File: config.mk
export PLATFORM = sky130hd
export DESIGN_NAME = tcp_rx_slow_ctrl
export DESIGN_NICKNAME = d
export VERILOG_FILES = /design/src/rtl/tcp_misc_pkg.sv /design/src/rtl/multi_hs_join.sv /design/src/rtl/tcp_rx_slow_ctrl.sv
export SDC_FILE = /design/constraint.sdc
export NUM_CORES = 1
export LEC_CHECK = 0
export ABC_AREA = 1
export CAP_MARGIN = 20
export CORE_UTILIZATION = 44
export CTS_BUF_LIST = sky130_fd_sc_hd__clkbuf_8 sky130_fd_sc_hd__clkbuf_16
export CTS_CLUSTER_DIAMETER = 150
export DETAILED_ROUTE_END_ITERATION = 12
export HOLD_SLACK_MARGIN = 0.1
export PLACE_DENSITY_LB_ADDON = 0.1
export SKIP_LAST_GASP = 1
export SLEW_MARGIN = 5
export SYNTH_ARGS = -nofsm -noshare
export SYNTH_HDL_FRONTEND = slang
export SYNTH_SLANG_ARGS = --single-unit
File: constraint.sdc
create_clock -name clk -period 2.3 [get_ports clk]
set_input_delay 0.46 -clock clk [delete_from_list [all_inputs] [get_ports clk]]
set_output_delay 0.46 -clock clk [all_outputs]
set_load 0.02 [all_outputs]
File: src/rtl/tcp_misc_pkg.sv
// Shared definitions for the TCP receive control path: slow-control state encoding
// and the slot order of the optional performance counters (TCP_RX_SLOW_CTRL_PERF_CNT_EN).
package tcp_misc_pkg;

    typedef enum logic [2:0] {
        READY,
        ALLOC,
        NEW_FLOW,
        RD_REQ,
        RD_WAIT,
        CALC,
        WRITE
    } rx_slow_state_e;

    // Slot i of the packed counter bus sits at bits [i*W +: W].
    localparam int PERF_FAST_PATH_IDX = 0;
    localparam int PERF_NEW_FLOW_IDX  = 1;
    localparam int PERF_DROP_IDX      = 2;
    localparam int PERF_NUM_CNTS      = 3;

endpackage

File: src/rtl/multi_hs_join.sv
// Joins N parallel valid/ready handshakes: each val drops after its own handshake,
// all_done fires in the cycle the last outstanding handshake completes.
module multi_hs_join #(
    parameter int N = 2
) (
    input  logic         clk,
    input  logic         rst_n,
    input  logic         active,
    input  logic [N-1:0] rdy,
    output logic [N-1:0] val,
    output logic         all_done
);

    logic [N-1:0] done;

    assign val      = active ? ~done : '0;
    assign all_done = active && (&(done | (val & rdy)));

    // Flags clear on completion so the join is armed again for the next transaction.
    always_ff @(posedge clk or negedge rst_n) begin
        if (!rst_n) begin
            done <= '0;
        end else if (!active || all_done) begin
            done <= '0;
        end else begin
            done <= done | (val & rdy);
        end
    end

endmodule

File: src/rtl/tcp_rx_slow_ctrl.sv
// Receive-path control FSM: classifies each header, runs flow allocation or the
// state read/calc/write fast path. Optional counters: TCP_RX_SLOW_CTRL_PERF_CNT_EN.
module tcp_rx_slow_ctrl
    import tcp_misc_pkg::*;
#(
    parameter int PERF_CNT_W = 32
) (
    input  logic clk,
    input  logic rst_n,
    input  logic src_rx_hdr_val,
    output logic src_rx_hdr_rdy,
    input  logic src_rx_syn,
    input  logic flow_cam_hit,
    output logic flowid_mgr_req_val,
    input  logic flowid_mgr_req_rdy,
    output logic state_rd_req_val,
    input  logic state_rd_req_rdy,
    input  logic state_rd_resp_val,
    output logic state_wr_req_val,
    input  logic state_wr_req_rdy,
    output logic sched_cmd_val,
    input  logic sched_cmd_rdy,
    output logic dst_val,
    input  logic dst_rdy,
    output logic new_flow_val,
    input  logic new_flow_rdy,
    output logic slow_path_enq_val,
    input  logic slow_path_enq_rdy,
    output logic ctrl_datap_save_input,
    output logic ctrl_datap_save_flow_state,
    output logic ctrl_datap_save_calcs,
    output logic store_flowid_cam,
    output logic store_flowid_manager
`ifdef TCP_RX_SLOW_CTRL_PERF_CNT_EN
    ,
    output logic [3*PERF_CNT_W-1:0] perf_cnts
`endif
);

    rx_slow_state_e state;
    logic           fast_hit;
    logic           new_syn;
    logic [1:0]     nf_val;
    logic [2:0]     wr_val;
    logic           nf_done;
    logic           wr_done;

    assign fast_hit = flow_cam_hit && !src_rx_syn;
    assign new_syn  = !flow_cam_hit && src_rx_syn;

    multi_hs_join #(.N(2)) u_new_flow_join (
        .clk      (clk),
        .rst_n    (rst_n),
        .active   (rst_n && (state == NEW_FLOW)),
        .rdy      ({slow_path_enq_rdy, new_flow_rdy}),
        .val      (nf_val),
        .all_done (nf_done)
    );

    multi_hs_join #(.N(3)) u_write_join (
        .clk      (clk),
        .rst_n    (rst_n),
        .active   (rst_n && (state == WRITE)),
        .rdy      ({dst_rdy, sched_cmd_rdy, state_wr_req_rdy}),
        .val      (wr_val),
        .all_done (wr_done)
    );

    assign new_flow_val      = nf_val[0];
    assign slow_path_enq_val = nf_val[1];
    assign state_wr_req_val  = wr_val[0];
    assign sched_cmd_val     = wr_val[1];
    assign dst_val           = wr_val[2];

    always_ff @(posedge clk or negedge rst_n) begin
        if (!rst_n) begin
            state <= READY;
        end else begin
            case (state)
                READY: begin
                    if (src_rx_hdr_val && fast_hit) begin
                        state <= RD_REQ;
                    end else if (src_rx_hdr_val && new_syn) begin
                        state <= ALLOC;
                    end
                end
                ALLOC:    if (flowid_mgr_req_rdy) state <= NEW_FLOW;
                NEW_FLOW: if (nf_done) state <= READY;
                RD_REQ:   if (state_rd_req_rdy) state <= RD_WAIT;
                RD_WAIT:  if (state_rd_resp_val) state <= CALC;
                CALC:     state <= WRITE;
                WRITE:    if (wr_done) state <= READY;
                default:  state <= READY;
            endcase
        end
    end

    // Strobes follow the handshake in the same cycle; reset gates them off immediately.
    always_comb begin
        src_rx_hdr_rdy             = 1'b0;
        flowid_mgr_req_val         = 1'b0;
        state_rd_req_val           = 1'b0;
        ctrl_datap_save_input      = 1'b0;
        ctrl_datap_save_flow_state = 1'b0;
        ctrl_datap_save_calcs      = 1'b0;
        store_flowid_cam           = 1'b0;
        store_flowid_manager       = 1'b0;
        if (rst_n) begin
            case (state)
                READY: begin
                    src_rx_hdr_rdy        = 1'b1;
                    ctrl_datap_save_input = src_rx_hdr_val;
                    store_flowid_cam      = src_rx_hdr_val && fast_hit;
                end
                ALLOC: begin
                    flowid_mgr_req_val   = 1'b1;
                    store_flowid_manager = flowid_mgr_req_rdy;
                end
                RD_REQ:  state_rd_req_val = 1'b1;
                RD_WAIT: ctrl_datap_save_flow_state = state_rd_resp_val;
                CALC:    ctrl_datap_save_calcs = 1'b1;
                default: ;
            endcase
        end
    end

`ifdef TCP_RX_SLOW_CTRL_PERF_CNT_EN
    logic [PERF_CNT_W-1:0]    cnt [PERF_NUM_CNTS];
    logic [PERF_NUM_CNTS-1:0] cnt_evt;

    assign cnt_evt[PERF_FAST_PATH_IDX] = wr_done;
    assign cnt_evt[PERF_NEW_FLOW_IDX]  = nf_done;
    assign cnt_evt[PERF_DROP_IDX]      = (state == READY) && src_rx_hdr_val && !fast_hit && !new_syn;

    // Counters stick at all-ones rather than wrapping.
    always_ff @(posedge clk or negedge rst_n) begin
        if (!rst_n) begin
            for (int i = 0; i < PERF_NUM_CNTS; i++) cnt[i] <= '0;
        end else begin
            for (int i = 0; i < PERF_NUM_CNTS; i++) begin
                if (cnt_evt[i] && (cnt[i] != '1)) cnt[i] <= cnt[i] + PERF_CNT_W'(1);
            end
        end
    end

    always_comb begin
        perf_cnts = '0;
        for (int i = 0; i < PERF_NUM_CNTS; i++) perf_cnts[i*PERF_CNT_W +: PERF_CNT_W] = cnt[i];
    end
`endif

endmodule

==> run summary <==
Buffers placed on the I/O ports in this run total 25. The initial core utilization is 0.479, and the total of hold buffers inserted after clock tree synthesis is 0. The tools report the number of setup buffers added after CTS as 0. Total power for the finished layout comes to 0.000780 W. In this run the cell area of the synthesized design comes to 631 um2.

The final number of setup-violating endpoints is 0, and the maximum number of pins on one net before global-route repair is 8. Synthesis produced a netlist with a net count of 112. Across all hold checks on the routed design, the worst slack comes to 0.571 ns. For this run, the post-layout net count is 153. The routed design has 1550 um of wire. For this run the aggregate overflow at the end of global routing stands at 0. For the worst setup path, the data required time is 1.84 ns. The logs give 1260 um for the final HPWL from detailed placement and 22 for the number of DRC markers in iteration 0. The mean routed wirelength per cell was 10.1 um. Dividing the detail-routed via count by the number of cells gives 4.86. The logs give 329 um2 for the combined area of the multi-input logic cells and 0 for the number of antenna violations at the first check in global routing. The fraction of layout instances using a drive strength above 1 came out at 0.188. The first global-routing pass estimated 2370 um of wire. The die is 39.9 um tall.

After detailed placement, the design holds a cell count of 150. The maximum achievable frequency came out at 451 MHz. In this run the remaining antenna-violating nets after routing total 0.

The run gives 13 as the cell row count. The tools report the sequential fraction of the synthesis area as 0.317. For this design the ratio of total power to cell area is 778 nW/um2. The count of cells in the finished layout, fillers not included, comes to 153.

During synthesis, Yosys emitted a total of 0 warnings. The buffer cell driving the clock tree root was sky130_fd_sc_hd__clkbuf_8. The largest buffer count on any clock path is 2. In this design, the stage delay of the slowest critical-path cell is 0.55 ns.

The number of hold violations in the final report was 0. The clock-pin slew reported for the worst setup and hold paths after clock tree synthesis was 0.04 ns; the area share of the largest cell type after synthesis was 0.317. The die covers 1590 um2. STA classifies the critical path endpoint as a primary output.

The max-slew violation count is 0. The largest area contributor in the netlist was sky130_fd_sc_hd__dfrtp_1. 26 I/O pins were placed. Broken down by cell family, the worst path's largest delay share belongs to buffers and inverters. For the number of max-cap violations, the log shows 0.

The post-route clock period utilization is 0.964. The number of buffers and inverters on the critical path is 3. The logs give 8 for the number of clock sinks and 0.590 nW for the leakage component of the power. Traced cell by cell, the critical path runs through clkdlybuf4s50_1 > nand2_2 > nor2_2 > inv_1 > nor2_1 > dlygate4sd2_1. The number of distinct standard cells referenced by the synthesized netlist was 18; the total CTS buffers was 3. For this design, the slowest cell found on the critical path is sky130_fd_sc_hd__clkdlybuf4s50_1. The floorplan die width works out to 39.9 um. The tools report the routed via count as 744. Class of the tightest hold or removal check: reg -> reg. Count of TritonRoute iterations in the first routing pass: 4. The worst relative slew slack is 0.812. Averaged over all synthesized cells, the footprint is 6.37 um2. The tools report the total core area as 1320 um2. The number of antenna diodes in the final layout is 0.

After synthesis, the cell types taking the most area are sky130_fd_sc_hd__dfrtp_1 (32%), sky130_fd_sc_hd__inv_1 (15%), sky130_fd_sc_hd__nand2_1 (9.5%). In the routed design, unresolved DRC markers number 0. TritonCTS built the clock tree.

The H-tree depth came out at 1. The top cell types in the final layout, fill and taps aside, are sky130_fd_sc_hd__inv_1 (26), sky130_fd_sc_hd__nand2_1 (16), sky130_fd_sc_hd__nor2_1 (16). The number of global-route vias before repair was 620. Along the worst path, the maximum fanout reaches 4.

The arrival time reported for the critical path endpoint was 1.76 ns; the setup TNS was 0 ns. Critical path class: in -> out. The number of gates resized after CTS was 13. The number of register bits inferred by synthesis was 8; the clock skew after layout was 0.00300 ns. Leaving out fill and tap cells, the most frequent cell in the layout is sky130_fd_sc_hd__inv_1. The area added between synthesis and finish was 58.9%; the latest clock arrival within the worst-skew pair was 0.23 ns. The filler cells instantiated in the layout total 112. The flow ran to the end, and the final reports show no timing, DRC or antenna violations. The worst path needs 2.22 ns of the cycle, external delays included. Startpoint type of the worst setup path: an input pin. The area of all sequential standard cells came out at 200 um2.

At the end of routability-driven placement, the weighted congestion stood at 0.828. Setup repair after global routing left no endpoint under its margin. The maximum resistive drop on vdd is 0.449 mV, and the slew at the pin closest to its max-slew limit is 0.279 ns.

Synthesis produced a netlist whose cell count is 99. The aggregate global-route resource usage is 0.229.
-- synth_stat cells, drive strengths merged --
master	instances
nor3	4
a21oi	2
nand3	12
a21boi	2
dfrtp	8
nand2	19
o221ai	1
o21ai	2
nand4	2
o2111ai	1
nor2	18
a2111o	1
inv	27
-- metrics by stage --
stage                      util  setup WS, ns  area [um2]
after detailed placement  0.745        -0.217         982
after global placement    0.745        -0.204         982
after CTS                 0.764        0.0487        1010
after global routing      0.761      0.000181        1000
final                     0.761        0.0837        1000
after floorplan               -         0.526         631
-- routing by layer --
metal,wire [um],track usage,share of wire
met4,11,0.0517,0.0071
met2,736,0.406,0.48
met5,0,0,0
met3,73,0.0682,0.047
met1,726,0.265,0.47
-- cell type report --
cell class / instances / area share
multi-input cells: 64 / 0.328
repair buffers: 36 / 0.311
flip-flops and latches: 8 / 0.200
inverters: 27 / 0.101
clock buffers: 3 / 0.0412
well taps: 15 / 0.0187
-- flip-flops by register name, indices dropped and copies added (netlist names) --
register,count
u_new_flow_join.done,2
u_write_join.done,3
state,3
-- logic make-up (layout without fill, tap and decap cells) --
group	after synthesis	in the layout	share of synthesized area
flip-flops	8	8	0.317
AO/OA/AOI/OAI	9	9	0.107
AND/OR/NAND/NOR	55	55	0.415
buffers and inverters	27	66	0.161
-- worst paths after layout --
path | start | to | slack [ns] | cells past startpoint
max in group asynchronous | rst_n | u_new_flow_join.done[1] | 1.53 | 2
worst max register to register | state[2] | state[2] | 0.80 | 8
worst min-delay path | u_new_flow_join.done[1] | u_new_flow_join.done[0] | 0.57 | 2
min in group asynchronous | rst_n | state[2] | 0.62 | 2
worst max-delay path | rst_n | dst_val | 0.08 | 6
worst min register to register | u_new_flow_join.done[1] | u_new_flow_join.done[0] | 0.57 | 2
-- worst reg2reg max path, cell delays in order (launching register included) --
cell	delay [ns]
sky130_fd_sc_hd__dfrtp_1	0.43
sky130_fd_sc_hd__nand2_2	0.12
sky130_fd_sc_hd__buf_4	0.15
sky130_fd_sc_hd__inv_1	0.06
sky130_fd_sc_hd__nand3_1	0.07
sky130_fd_sc_hd__nand2_1	0.13
sky130_fd_sc_hd__nand4_2	0.13
sky130_fd_sc_hd__a21boi_0	0.22
sky130_fd_sc_hd__nand2_1	0.08
-- power breakdown --
part           switching (W)  internal (W)  leakage (nW)
sequential         0.0000203      0.000164         0.109
clock              0.0000542      0.000113        0.0216
combinational       0.000257      0.000171         0.460
total               0.000331      0.000449         0.590
Power figures use the tool's default switching activity.
